File: config.mk
export PLATFORM = sky130hd
export DESIGN_NAME = instr_encoder
export DESIGN_NICKNAME = d
export VERILOG_FILES = /design/src/rtl/instr_encoder.sv
export SDC_FILE = /design/constraint.sdc
export NUM_CORES = 1
export LEC_CHECK = 0
export CORE_MARGIN = 3
export CORE_UTILIZATION = 47
export CTS_CLUSTER_DIAMETER = 30
export CTS_CLUSTER_SIZE = 25
export DETAILED_ROUTE_END_ITERATION = 10
export PLACE_DENSITY = 0.89
export SYNTH_ARGS = -nofsm -noshare
export SYNTH_HDL_FRONTEND = slang
export SYNTH_SLANG_ARGS = --single-unit
File: constraint.sdc
create_clock -name clk -period 2.4 [get_ports clk]
set_clock_uncertainty 0.15 [all_clocks]
set_input_delay 0.48 -clock clk [delete_from_list [all_inputs] [get_ports clk]]
set_output_delay 0.48 -clock clk [all_outputs]
set_load 0.02 [all_outputs]
File: src/rtl/instr_encoder.sv
// MIPS32 instruction word assembler with pseudo-instruction expansion (LI, MOVE, B).
// Latency 1 cycle from accept to out_valid; LI with a full 32-bit constant emits two words.
// Backpressure: in_ready drops while a second word is pending or the output is held.
// Optional ENC_ILLEGAL_TRAP_EN: unknown kinds emit a break word and pulse err.
module instr_encoder (
    input  logic        clk,
    input  logic        rst,
    input  logic        in_valid,
    output logic        in_ready,
    input  logic [3:0]  in_kind,
    input  logic [5:0]  in_opfunct,
    input  logic [4:0]  in_rs,
    input  logic [4:0]  in_rt,
    input  logic [4:0]  in_rd,
    input  logic [4:0]  in_shamt,
    input  logic [31:0] in_imm,
    output logic        out_valid,
    input  logic        out_ready,
    output logic [31:0] out_instr,
    output logic        out_last,
    output logic        busy,
    output logic        err
);

    localparam logic [3:0] KIND_NOP   = 4'd0;
    localparam logic [3:0] KIND_RTYPE = 4'd1;
    localparam logic [3:0] KIND_ITYPE = 4'd2;
    localparam logic [3:0] KIND_JTYPE = 4'd3;
    localparam logic [3:0] KIND_LI    = 4'd4;
    localparam logic [3:0] KIND_MOVE  = 4'd5;
    localparam logic [3:0] KIND_B     = 4'd6;
    localparam logic [3:0] KIND_ERET  = 4'd7;
    localparam logic [3:0] KIND_MFC0  = 4'd8;
    localparam logic [3:0] KIND_MTC0  = 4'd9;

    localparam logic [5:0] OP_SPECIAL = 6'h00;
    localparam logic [5:0] OP_BEQ     = 6'h04;
    localparam logic [5:0] OP_ADDIU   = 6'h09;
    localparam logic [5:0] OP_ORI     = 6'h0d;
    localparam logic [5:0] OP_LUI     = 6'h0f;
    localparam logic [5:0] OP_COP0    = 6'h10;
    localparam logic [5:0] FN_ADDU    = 6'h21;

    localparam logic [31:0] WORD_ERET  = 32'h42000018;
    localparam logic [31:0] WORD_BREAK = 32'h0000000D;

    logic        pend_lo;
    logic [31:0] lo_word;

    logic        enc_emit;
    logic        enc_last;
    logic        enc_two;
    logic [31:0] enc_word;
    logic [31:0] enc_lo;

    logic        accept;
    logic        fire;

    assign in_ready = ~pend_lo & (~out_valid | out_ready);
    assign accept   = in_valid & in_ready;
    assign fire     = out_valid & out_ready;
    assign busy     = out_valid | pend_lo;

    always_comb begin
        enc_emit = 1'b1;
        enc_last = 1'b1;
        enc_two  = 1'b0;
        enc_word = 32'h0;
        enc_lo   = 32'h0;
        case (in_kind)
            KIND_NOP:   enc_word = 32'h0;
            KIND_RTYPE: enc_word = {OP_SPECIAL, in_rs, in_rt, in_rd, in_shamt, in_opfunct};
            KIND_ITYPE: enc_word = {in_opfunct, in_rs, in_rt, in_imm[15:0]};
            KIND_JTYPE: enc_word = {in_opfunct, in_imm[25:0]};
            KIND_LI: begin
                // Shortest form first: zero-extended, sign-extended, upper-only, then lui+ori.
                if (in_imm[31:16] == 16'h0) begin
                    enc_word = {OP_ORI, 5'd0, in_rt, in_imm[15:0]};
                end else if (&in_imm[31:15]) begin
                    enc_word = {OP_ADDIU, 5'd0, in_rt, in_imm[15:0]};
                end else if (in_imm[15:0] == 16'h0) begin
                    enc_word = {OP_LUI, 5'd0, in_rt, in_imm[31:16]};
                end else begin
                    enc_word = {OP_LUI, 5'd0, in_rt, in_imm[31:16]};
                    enc_last = 1'b0;
                    enc_two  = 1'b1;
                    enc_lo   = {OP_ORI, in_rt, in_rt, in_imm[15:0]};
                end
            end
            KIND_MOVE:  enc_word = {OP_SPECIAL, in_rs, 5'd0, in_rd, 5'd0, FN_ADDU};
            KIND_B:     enc_word = {OP_BEQ, 5'd0, 5'd0, in_imm[15:0]};
            KIND_ERET:  enc_word = WORD_ERET;
            KIND_MFC0:  enc_word = {OP_COP0, 5'h00, in_rt, in_rd, 8'h00, in_imm[2:0]};
            KIND_MTC0:  enc_word = {OP_COP0, 5'h04, in_rt, in_rd, 8'h00, in_imm[2:0]};
            default: begin
`ifdef ENC_ILLEGAL_TRAP_EN
                enc_word = WORD_BREAK;
`else
                enc_emit = 1'b0;
`endif
            end
        endcase
    end

    // pend_lo implies out_valid, so the lo_word swap and a new accept never coincide.
    always_ff @(posedge clk) begin
        if (rst) begin
            out_valid <= 1'b0;
            out_instr <= 32'h0;
            out_last  <= 1'b0;
            pend_lo   <= 1'b0;
            lo_word   <= 32'h0;
        end else if (pend_lo && out_ready) begin
            out_instr <= lo_word;
            out_last  <= 1'b1;
            pend_lo   <= 1'b0;
        end else if (accept) begin
            out_valid <= enc_emit;
            if (enc_emit) begin
                out_instr <= enc_word;
                out_last  <= enc_last;
            end
            pend_lo <= enc_two;
            if (enc_two) begin
                lo_word <= enc_lo;
            end
        end else if (fire) begin
            out_valid <= 1'b0;
        end
    end

`ifdef ENC_ILLEGAL_TRAP_EN
    always_ff @(posedge clk) begin
        if (rst) begin
            err <= 1'b0;
        end else begin
            err <= accept && (in_kind > KIND_MTC0);
        end
    end
`else
    assign err = 1'b0;
`endif

endmodule

==> results of run 1 <==
## synthesized netlist by cell type, types with 3 or more instances
cell type,number,share of area [%]
sky130_fd_sc_hd__a211oi_1,3,0.68
sky130_fd_sc_hd__a21oi_1,10,1.5
sky130_fd_sc_hd__o21ai_0,24,3.6
sky130_fd_sc_hd__nor3_1,6,0.90
sky130_fd_sc_hd__o21ai_1,3,0.45
sky130_fd_sc_hd__a22o_1,14,3.7
sky130_fd_sc_hd__a222oi_1,11,3.3
sky130_fd_sc_hd__mux2i_1,30,9.0
sky130_fd_sc_hd__nand2b_1,42,7.9
sky130_fd_sc_hd__o2bb2ai_1,5,1.3
sky130_fd_sc_hd__clkbuf_1,25,2.8
sky130_fd_sc_hd__o22a_1,5,1.3
sky130_fd_sc_hd__a221oi_1,12,3.2
sky130_fd_sc_hd__nand4_1,5,0.94
sky130_fd_sc_hd__buf_2,4,0.60
sky130_fd_sc_hd__nor4_1,9,1.7
sky130_fd_sc_hd__o32ai_1,13,3.4
sky130_fd_sc_hd__o21a_1,3,0.68
sky130_fd_sc_hd__a22oi_1,3,0.68
sky130_fd_sc_hd__and2_1,3,0.56
sky130_fd_sc_hd__nor2b_1,7,1.3
sky130_fd_sc_hd__nor2_1,34,3.8
sky130_fd_sc_hd__nand2_1,21,2.4
sky130_fd_sc_hd__dfxtp_1,57,34
## worst register-to-register path, delay by kind of cell (launching register included)
family | cells | cell delay [ps]
buffers and inverters | 1 | 190
DFF | 1 | 350
AOI/OAI and AO/OA | 2 | 560
and+or+nand+nor | 3 | 620
## final cells by class
cell class,count,area (um^2),share of cell area (%)
Multi-Input combinational cell,296,2111,40.49
Timing Repair Buffer,173,1628,31.23
Sequential cell,57,1141,21.89
Clock inverter,6,67.56,1.296
Inverter,2,7.507,0.1440
Tap cell,96,120.1,2.304
Clock buffer,10,137.6,2.640
## final timing paths
| check | from | slack (ps) | to |
|---|---|---|---|
| worst max register to register | pend_lo | 440 | out_instr[15] |
| worst max-delay path | in_kind[1] | 30 | out_instr[15] |
| worst min-delay path | lo_word[3] | 310 | lo_word[3] |
| worst min register to register | lo_word[3] | 310 | lo_word[3] |
## power groups by stage
stage                     registers [W]  clock network (W)  logic, W
after global placement          0.00100                  0  0.000546
final                          0.000985           0.000946  0.000593
after global routing           0.000986           0.000978  0.000623
after CTS                      0.000984           0.000951  0.000565
after detailed placement        0.00101                  0  0.000558
after floorplan                 0.00102                  0  0.000220
## cells by family (layout without fill, tap and decap cells)
kind of cell | after synthesis | count (layout) | synth area share, %
flops | 57 | 57 | 34.21
mux | 30 | 30 | 9.002
simple gates | 138 | 138 | 22.32
buf+inv | 35 | 191 | 4.764
other cells | 1 | 1 | 0.1124
compound gates | 127 | 127 | 29.60
## sequential cells by signal, summed over array words and instances, names as in the netlist
| signal | count |
|---|---|
| lo_word | 22 |
| out_instr | 32 |
| out_last | 1 |
| out_valid | 1 |
| pend_lo | 1 |
## metrics by stage
stage / util, % / hold WS (ps) / area, um^2
CTS: 74.62 / 312.3 / 5097
global route: 76.30 / 344.0 / 5213
global placement: 71.63 / 293.2 / 4893
finish: 76.30 / 311.5 / 5213
floorplan: - / 285.0 / 3336
detailed placement: 71.63 / 301.0 / 4893
## layer usage
layer	wire length [um]	part of all wire, %	global-route usage, %
met1	5003	38	37.60
met2	6173	47	48.72
met3	1251	9.6	7.950
met4	613	4.7	15.31
met5	0	0	0
## repair_timing
action / in CTS / in global routing
hold endpoints to repair: 0 / 0
endpoints found under the setup margin: 1 / 22
pin swaps: 0 / 3
gates resized for setup: 1 / 20
buffers inserted: 0 / 2
gates cloned: 0 / 0
==> implementation parameters, run 1 <==
Parameter                              Value

Drt
  Antenna-violating nets left    0
  Number of optimization iterations in the first detailed-route pass    7
  Via density per instance    6.278
  DRC Markers    0
  Drt total wl    13.04 mm
  DRC marker count from the first detailed-route iteration    412
  Average wire per cell in the routed design    20.38 um
  Via total after detailed routing    4018

Clocking
  Hold_buf cts    0
  Clk_lat worst skew    350 ps
  Total CTS buffers    9
  Clock tree from TritonCTS    built
  CTS root buffer    sky130_fd_sc_hd__clkbuf_8
  Max Root-Sink Buffers    2
  Clock-pin slew of the registers on the worst-case setup and hold paths    70 ps
  Number of H-tree levels    3
  Number of sinks handled by clock tree synthesis    57

Placement
  IO buf count    101
  Final weighted congestion of routability-driven global placement    0.9399
  Dpl hpwl    9.272 mm
  Instance count after placement with tap cells included    622
  Pre-CTS worst setup slack    -329.1 ps

Die
  Site Rows    30
  Die ar.    8144 um^2
  DIE WIDTH    90.25 um
  Die height    90.25 um
  Boundary pin count    103
  Core Footprint    6832 um^2
  Initial Utilization    48.83%

Synth
  Post-Syn Nets    454
  Cell count after synthesis    388
  Register bit count reported by yosys    57
  Post-synthesis area per instance    8.597 um^2
  Post-Syn Area    3336 um^2
  Synthesis Warnings    0
  Number of synthesized flops with an enable pin    0
  Unique cell type count in the Yosys netlist    55
  Dominant register cell in the synthesized netlist    sky130_fd_sc_hd__dfxtp_1
  Fraction of the yosys area taken by sequential cells    34.21%
  Synth async-reset ratio    0%

Worst setup path
  Instance count on the critical path    5
  Logic depth of the worst register-to-register path    6
  Critical path fanouts, max    17
  Worst setup SP type    input port
  Buffers & Inverters on Critical Path    2
  Crit Path Category    input port to register
  Required time at the worst-slack endpoint    2490 ps
  Ordered list of cells on the worst path    clkdlybuf4s50_1, buf_4, nor3_1, o221ai_1, a311oi_1
  Crit end category    register
  CP delay by family, top    buffers and inverters
  Critical Path Slowest Stage Cell    sky130_fd_sc_hd__nor3_1
  Arr. time, crit path    2460 ps
  Biggest cell delay along the critical path    570 ps

Worst hold path
  Worst min-delay path class    register to register
  Hold path cells    2

Timing
  Final setup violating endpoints    0
  Max Slew Vio Count    0
  Slew @ Worst Pin    655.6 ps
  Final critical delay including setup and external delays    2371 ps
  Final Worst Setup Slack    29.32 ps
  Unrepaired setup endpoints after global routing    true
  Post-route fraction of the period consumed by the critical path    98.78%
  Worst rel slew slack    55.96%
  Upper clock frequency limit    421.8 MHz
  Setup TNS    0 ps
  Final number of hold-violating endpoints    0

Pwr
  Proportion of power drawn by the clock network    37.5%
  Worst vdd ir    422.5 uV
  Static leakage power    1.981 nW
  Reported net switching power    0.0007448 W
  Total chip power    0.002524 W
  Portion of total power attributed to combinational logic    23.5%
  Cell Int Power    0.001779 W
  Power per standard cell area    484.2 nW/um^2
  Relative contribution of sequential cells to total power    39.0%
  Switching share of power    29.51%

Global route
  Pin count of the biggest net entering global routing    38
  Global routing usage summed across all routing layers    30.38%
  Global-route wire length before repair    19.91 mm
  Global route overflow    0
  Antenna violations before repair    0
  Vias in the first global route    4004

Final layout
  Growth of design area from synthesis to finish    56.26%
  Antenna fix cells    0
  Proportion of layout cells with a drive suffix above 1    18.93%
  Number of nets in the final layout    605
  Fillers    457
  Final cell count without fillers    640
  Most frequent standard cell in the layout excluding fill and tap cells    sky130_fd_sc_hd__clkdlybuf4s50_1
  Most frequent cells in the layout    91 x sky130_fd_sc_hd__clkdlybuf4s50_1, 68 x sky130_fd_sc_hd__buf_4, 57 x sky130_fd_sc_hd__dfxtp_1

Status
  Outcome    complete, no violations

Flow run
  Count of maximum capacitance violations    0
Power figures use the tool's default switching activity.
==> run 2, diff against run 1 <==
--- a/config.mk
+++ b/config.mk
@@ -5,8 +5,10 @@
 export SDC_FILE = /design/constraint.sdc
 export NUM_CORES = 1
 export LEC_CHECK = 0
+export CELL_PAD_IN_SITES_DETAIL_PLACEMENT = 0
+export CELL_PAD_IN_SITES_GLOBAL_PLACEMENT = 2
 export CORE_MARGIN = 3
-export CORE_UTILIZATION = 47
+export CORE_UTILIZATION = 27
 export CTS_CLUSTER_DIAMETER = 30
 export CTS_CLUSTER_SIZE = 25
 export DETAILED_ROUTE_END_ITERATION = 10
==> run 2 against run 1 <==
Setup slack better by 50 ps. Flip-flop and latch count unchanged. Global-route usage down 11 points. Non-clock buffer count is 2 higher. Largest power group is now the clock network. Die area up 69%. Combinational power is 2% lower. Design area increased by 4.0%.
==> implementation parameters, run 2 (synthesized netlist as in run 1, its figures left out) <==
Parameter                              Value

Timing
  Final critical delay including setup and external delays    2320 ps (-50.47 ps)
  Final number of hold-violating endpoints    0 (unchanged)
  Unrepaired setup endpoints after global routing    false
  Slew @ Worst Pin    619.3 ps (-36.29 ps)
  Post-route fraction of the period consumed by the critical path    96.68% (-2.1 points)
  Upper clock frequency limit    431.0 MHz (+2.2%)
  Worst rel slew slack    58.61% (+2.7 points)
  Final setup violating endpoints    0 (unchanged)
  Max Slew Vio Count    0 (unchanged)
  Setup TNS    0 ps (unchanged)

Placement
  IO buf count    101 (unchanged)
  Post-placement cell area    5009 um^2 (+2.4%)
  Instance count after placement with tap cells included    694 (+12%)
  Final weighted congestion of routability-driven global placement    0.9330 (-0.73%)
  Dpl hpwl    9.878 mm (+6.5%)

Final layout
  Finished Cell Area    5419 um^2 (+4.0%)
  Number of nets in the final layout    607 (+0.33%)
  Most frequent standard cell in the layout excluding fill and tap cells    sky130_fd_sc_hd__clkdlybuf4s50_1
  Fillers    1121 (+150%)
  Flip-flop count of the largest register, all copies and words added    32 (unchanged)
  Finished Core Util    46.08% (-30 points)
  Largest registers ranked by flip-flop count    out_instr (32), lo_word (22)
  Final cell count without fillers    709 (+11%)
  Proportion of layout cells with a drive suffix above 1    18.90% (-0.035 points)
  Antenna fix cells    0 (unchanged)
  Growth of design area from synthesis to finish    62.45%
  Most frequent cells in the layout    86 x sky130_fd_sc_hd__clkdlybuf4s50_1, 68 x sky130_fd_sc_hd__buf_4, 57 x sky130_fd_sc_hd__dfxtp_1
  Top reg by flops    out_instr

Pwr
  Static leakage power    2.066 nW (+4.3%)
  Power per standard cell area    554.7 nW/um^2 (+15%)
  Worst vdd ir    251.1 uV (-41%)
  Total chip power    0.003006 W (+19%)

Worst setup path
  Worst setup SP type    input port
  Crit Path Category    input port to register
  Arr. time, crit path    2430 ps (-30 ps)
  Biggest cell delay along the critical path    550 ps (-20 ps)
  Required time at the worst-slack endpoint    2510 ps (+20 ps)
  Critical Path Slowest Stage Cell    sky130_fd_sc_hd__clkdlybuf4s50_1
  Crit end category    register
  Ordered list of cells on the worst path    clkdlybuf4s50_1, nor4_1, and4_1, a211oi_4, and4_4, buf_12, mux2i_1
  Critical path fanouts, max    15 (-2)
  R2R Setup Slk    540 ps (+100 ps)
  Source of the worst register-to-register timing path    pend_lo
  Worst setup path startpoint    in_imm[18]

Die
  Core Footprint    11760 um^2 (+72%)
  Die height    117.2 um (+30%)
  Boundary pin count    103 (unchanged)
  Initial Utilization    28.36% (-20 points)
  Site Rows    39 (+30%)
  DIE WIDTH    117.2 um (+30%)
  Die ar.    13720 um^2 (+69%)

Clocking
  Number of H-tree levels    3 (unchanged)
  Clk_lat worst skew    330 ps (-20 ps)
  Clock-pin slew of the registers on the worst-case setup and hold paths    50 ps (-20 ps)
  CTS root buffer    sky130_fd_sc_hd__clkbuf_16
  Clock tree from TritonCTS    built
  Max Root-Sink Buffers    2 (unchanged)
  Total CTS buffers    9 (unchanged)
  Number of sinks handled by clock tree synthesis    57 (unchanged)

Global route
  Antenna violations before repair    0 (unchanged)
  Global route overflow    0 (unchanged)
  Pin count of the biggest net entering global routing    57 (+50%)
  Met2 capacity usage during global routing    30.35% (-18 points)
  Met3 layer usage reported by global route    3.599% (-4.4 points)
  Met1 Resource Use GR    26.27% (-11 points)
  Global-route wire length before repair    20.27 mm (+1.8%)
  Global routing's busiest layer    met2
  Vias in the first global route    3755 (-6.2%)
  Global routing usage summed across all routing layers    19.33% (-11 points)

Drt
  Drt total wl    13.19 mm (+1.1%)
  Average wire per cell in the routed design    18.60 um (-8.7%)
  DRC marker count from the first detailed-route iteration    298 (-28%)
  Via total after detailed routing    3785 (-5.8%)
  Via density per instance    5.339 (-15%)
  DRC Markers    0 (unchanged)
  Antenna-violating nets left    0 (unchanged)
  Number of optimization iterations in the first detailed-route pass    6 (-1)

Flow run
  Count of maximum capacitance violations    0 (unchanged)

Worst hold path
  Worst min-delay path class    register to register
  Hold Crit Start    out_instr[27]

Status
  Outcome    complete, no violations
## run 2: cell types whose count changed in the layout (fill, tap and decap cells not counted), moves of 2 or more
| cell | previous run | this run |
|---|---|---|
| sky130_fd_sc_hd__nand2b_1 | 42 | 40 |
| sky130_fd_sc_hd__clkdlybuf4s50_1 | 91 | 86 |
| sky130_fd_sc_hd__clkbuf_16 | 0 | 9 |
| sky130_fd_sc_hd__a221oi_2 | 5 | 0 |
| sky130_fd_sc_hd__nor4_1 | 9 | 7 |
| sky130_fd_sc_hd__clkinv_4 | 2 | 0 |
| sky130_fd_sc_hd__o32ai_2 | 2 | 0 |
| sky130_fd_sc_hd__dlygate4sd2_1 | 1 | 3 |
| sky130_fd_sc_hd__dlymetal6s2s_1 | 8 | 11 |
| sky130_fd_sc_hd__buf_6 | 0 | 2 |
| sky130_fd_sc_hd__o32ai_1 | 11 | 13 |
| sky130_fd_sc_hd__a221oi_1 | 6 | 12 |
| sky130_fd_sc_hd__clkinvlp_4 | 2 | 0 |
| sky130_fd_sc_hd__clkbuf_8 | 10 | 3 |
## run 2: final timing paths
check,end,depth (start not counted)
setup / recovery,lo_word[1],7
hold reg to reg,out_instr[27],2
hold / removal,out_instr[27],2
setup reg to reg,out_instr[12],6
## run 2: power breakdown
group	switching, W	total [W]	internal, W
clock	0.000450	0.00144	0.000988
sequential	0.0000152	0.000986	0.000971
combinational	0.000283	0.000581	0.000299
## run 2: critical path, delay by kind of cell
kind            cells  cell delay, ps
simple gates        3             650
buf+inv             2             730
mux                 1             190
compound gates      1             360
## run 2: cell type report
| type | count | area, um^2 | area share, % |
|---|---|---|---|
| inverter | 2 | 7.507 | 0.1385 |
| multi-input combinational | 296 | 2092 | 38.61 |
| timing repair buffer | 175 | 1643 | 30.32 |
| clock buffer | 13 | 270.3 | 4.987 |
| clock inverter | 2 | 60.06 | 1.108 |
| sequential | 57 | 1141 | 21.06 |
| tap | 164 | 205.2 | 3.787 |
## run 2: layer usage
layer	part of all wire [%]	wire, um	vias to the layer above
met4	2.1	280	0
li1	-	-	1800
met2	47	6213	155
met5	0	0	-
met1	44	5855	1810
met3	6.4	839	20
## run 2: timing repair
| item | CTS | global route |
|---|---|---|
| buffers inserted | 0 | 0 |
| hold buffers | 0 | 0 |
| endpoints found under the setup margin | 40 | 38 |
| gates resized for setup | 9 | 19 |
| pin swaps | 2 | 3 |
## run 2: through the flow
| step | hold slack (ps) | setup WS [ps] |
|---|---|---|
| floorplan | 285.0 | 243.0 |
| global placement | 291.9 | -428.9 |
| detailed placement | 296.0 | -487.1 |
| CTS | 308.9 | 18.16 |
| global route | 321.8 | 5.018 |
| finish | 310.6 | 79.79 |
==> run 3, diff against run 2 <==
--- a/config.mk
+++ b/config.mk
@@ -5,10 +5,11 @@
 export SDC_FILE = /design/constraint.sdc
 export NUM_CORES = 1
 export LEC_CHECK = 0
+export ABC_AREA = 1
 export CELL_PAD_IN_SITES_DETAIL_PLACEMENT = 0
 export CELL_PAD_IN_SITES_GLOBAL_PLACEMENT = 2
 export CORE_MARGIN = 3
-export CORE_UTILIZATION = 27
+export CORE_UTILIZATION = 24
 export CTS_CLUSTER_DIAMETER = 30
 export CTS_CLUSTER_SIZE = 25
 export DETAILED_ROUTE_END_ITERATION = 10
==> run 3 against run 2 <==
Die area increased by 8.3%. Flip-flop and latch count unchanged. Register-to-register slack improved by 170 ps. Area after synthesis decreased by 3.3%. Power decreased by 8.7%. Via count about the same. Global-route usage decreased by 2.0 points. Core utilization decreased by 7.6 points. Highest routed layer unchanged.
==> implementation parameters, run 3 <==
Parameter                              Value

Status
  Outcome    complete, no violations

Synth
  Synth cell count leaders    119 x sky130_fd_sc_hd__nand2_1, 67 x sky130_fd_sc_hd__nor2_1, 57 x sky130_fd_sc_hd__dfxtp_1
  Cell types occupying the most area after synthesis    sky130_fd_sc_hd__dfxtp_1 35%, sky130_fd_sc_hd__nand2_1 14%, sky130_fd_sc_hd__nor2_1 7.8%
  Fraction of the yosys area taken by sequential cells    35.38% (+1.2 points)
  Synthesis Warnings    0 (unchanged)
  Register bit count reported by yosys    57 (unchanged)
  Share of Yosys cell area claimed by the top area cell type    35.38% (+1.2 points)
  Post-synthesis area per instance    6.451 um^2 (-25%)
  Most frequent cell after synthesis    sky130_fd_sc_hd__nand2_1
  Post-Syn Nets    566 (+25%)
  Number of synthesized flops with an enable pin    0 (unchanged)
  Cell count after synthesis    500 (+29%)
  Post-synthesis cell type with the largest combined area    sky130_fd_sc_hd__dfxtp_1
  Dominant register cell in the synthesized netlist    sky130_fd_sc_hd__dfxtp_1
  Unique cell type count in the Yosys netlist    30 (-45%)
  Synth async-reset ratio    0% (unchanged)
  Post-Syn Area    3226 um^2 (-3.3%)

Drt
  DRC Markers    0 (unchanged)
  Amount of wire on met3 after detailed routing    766 um (-8.7%)
  Met2 Wirelength    5.627 mm (-9.4%)
  Top Metal Used    met4
  Antenna-violating nets left    0 (unchanged)
  Via density per instance    4.694 (-12%)
  DRC marker count from the first detailed-route iteration    271 (-9.1%)
  Average wire per cell in the routed design    15.51 um (-17%)
  Via total after detailed routing    3783 (-0.053%)
  Number of optimization iterations in the first detailed-route pass    5 (-1)
  Drt total wl    12.51 mm (-5.2%)
  Met1 routed wirelength after detailed routing    5.883 mm (+0.48%)

Timing
  Final setup violating endpoints    0 (unchanged)
  Upper clock frequency limit    468.9 MHz (+8.8%)
  Slew @ Worst Pin    552.0 ps (-67.32 ps)
  Final number of hold-violating endpoints    0 (unchanged)
  Final Worst Setup Slack    267.5 ps (+187.7 ps)
  Max Slew Vio Count    0 (unchanged)
  Worst rel slew slack    63.04% (+4.4 points)
  Unrepaired setup endpoints after global routing    false
  Post-route fraction of the period consumed by the critical path    88.85% (-7.8 points)
  Final critical delay including setup and external delays    2132 ps (-187.7 ps)

Final layout
  Proportion of layout cells with a drive suffix above 1    11.20% (-7.7 points)
  Growth of design area from synthesis to finish    53.53%
  Flip-flop count of the largest register, all copies and words added    32 (unchanged)
  Largest registers ranked by flip-flop count    out_instr (32), lo_word (22)
  Number of nets in the final layout    695 (+14%)
  Most frequent standard cell in the layout excluding fill and tap cells    sky130_fd_sc_hd__nand2_1
  Finished Core Util    38.46% (-7.6 points)
  Most frequent cells in the layout    119 x sky130_fd_sc_hd__nand2_1, 100 x sky130_fd_sc_hd__clkdlybuf4s50_1, 67 x sky130_fd_sc_hd__nor2_1
  Top reg by flops    out_instr
  Antenna fix cells    0 (unchanged)

Die
  Boundary pin count    103 (unchanged)
  Core Footprint    12880 um^2 (+9.5%)
  Site Rows    41 (+5.1%)
  Die ar.    14870 um^2 (+8.3%)
  DIE WIDTH    121.9 um (+4.1%)
  Die height    121.9 um (+4.1%)
  Initial Utilization    25.05% (-3.3 points)

Worst setup path
  Required time at the worst-slack endpoint    2470 ps (-40 ps)
  Critical Path Slowest Stage Cell    sky130_fd_sc_hd__clkdlybuf4s50_1
  Critical path fanouts, max    5 (-10)
  Logic depth of the worst register-to-register path    10 (+4)
  Biggest cell delay along the critical path    540 ps (about the same)
  Crit Path Category    input port to register
  Ordered list of cells on the worst path    clkdlybuf4s50_1, inv_1, o211ai_1, nand2_1, a21oi_1, nand2_1, nand2_1, a21oi_1
  Worst path most repeated cell    sky130_fd_sc_hd__nand2_1
  Worst setup SP type    input port
  Crit end category    register
  Arr. time, crit path    2200 ps (-230 ps)

Worst hold path
  Worst min-delay path class    register to register
  Hold path cells    2 (unchanged)

Clocking
  Number of H-tree levels    3 (unchanged)
  Clock-pin slew of the registers on the worst-case setup and hold paths    50 ps (about the same)
  Clock tree from TritonCTS    built
  Max Root-Sink Buffers    2 (unchanged)
  Total CTS buffers    9 (unchanged)
  Post-CTS setup repair buffer count    0 (unchanged)
  Number of sinks handled by clock tree synthesis    57 (unchanged)
  Resize count post-CTS    0 (-9)
  Hold_buf cts    0 (unchanged)
  Clk_lat worst skew    330 ps (about the same)
  CTS root buffer    sky130_fd_sc_hd__clkbuf_16

Placement
  Final weighted congestion of routability-driven global placement    0.8739 (-6.3%)
  IO buf count    101 (unchanged)
  Pre-CTS worst setup slack    -124.9 ps (+362.2 ps)
  Dpl hpwl    9.706 mm (-1.7%)

Global route
  Pin count of the biggest net entering global routing    32 (-44%)
  Global-route wire length before repair    19.69 mm (-2.8%)
  Vias in the first global route    3769 (+0.37%)
  Global routing usage summed across all routing layers    17.32% (-2.0 points)
  Antenna violations before repair    0 (unchanged)
  Global route overflow    0 (unchanged)

Flow run
  Count of maximum capacitance violations    0 (unchanged)

Pwr
  Static leakage power    2.139 nW (+3.5%)
  Power per standard cell area    553.9 nW/um^2 (-0.15%)
  Worst vdd ir    304.7 uV (+21%)
==> run 3: final timing paths <==
kind,startpoint,endpoint,slack [ps]
max,in_kind[0],out_instr[1],270
min,lo_word[28],lo_word[28],320
max reg2reg,pend_lo,out_instr[8],710
min reg2reg,lo_word[28],lo_word[28],320
==> run 3: kinds of logic (layout without fill, tap and decap cells) <==
group / after synthesis / after routing / synth area share [%]
AO/OA/AOI/OAI: 113 / 113 / 20.09
AND/OR/NAND/NOR: 246 / 246 / 33.24
other: 1 / 1 / 0.1163
flip-flops: 57 / 57 / 35.38
buffers and inverters: 83 / 217 / 11.17
==> run 3: area by class of cell <==
type	instances	area, um^2
Fill cell	1372	7924
Multi-Input combinational cell	360	1724
Timing Repair Buffer	141	1351
Sequential cell	57	1141
Clock buffer	13	250.2
Inverter	60	230.2
Tap cell	172	215.2
Clock inverter	3	40.04
==> run 3: routing by layer <==
layer | track usage [%] | vias to the layer above
li1 | - | 1903
met1 | 22.68 | 1731
met2 | 27.76 | 129
met3 | 3.946 | 20
met4 | 6.653 | 0
met5 | 0 | -
==> run 3: where the power goes <==
part	internal (W)	switching, W	total [W]
sequential	0.000978	0.0000160	0.000994
clock	0.000827	0.000426	0.00125
combinational	0.000235	0.000261	0.000496
total	0.00204	0.000703	0.00274
==> run 3: critical path: cells and delay by family <==
| kind | cells | cell delay [ps] |
|---|---|---|
| compound gates | 3 | 720 |
| buf+inv | 2 | 670 |
| simple gates | 3 | 330 |
==> run 3: metrics by stage <==
stage / area, um^2 / hold WS, ps / TNS (ps) / std cells / power, W
after floorplan: 3226 / 286.2 / 0 / 500 / 0.001219
after global placement: 4659 / 302.6 / -2851 / 790 / 0.001508
after detailed placement: 4659 / 304.3 / -2055 / 790 / 0.001508
after CTS: 4950 / 313.0 / 0 / 806 / 0.002777
after global routing: 4952 / 355.1 / 0 / 806 / 0.002860
final: 4952 / 315.9 / 0 / 806 / 0.002743
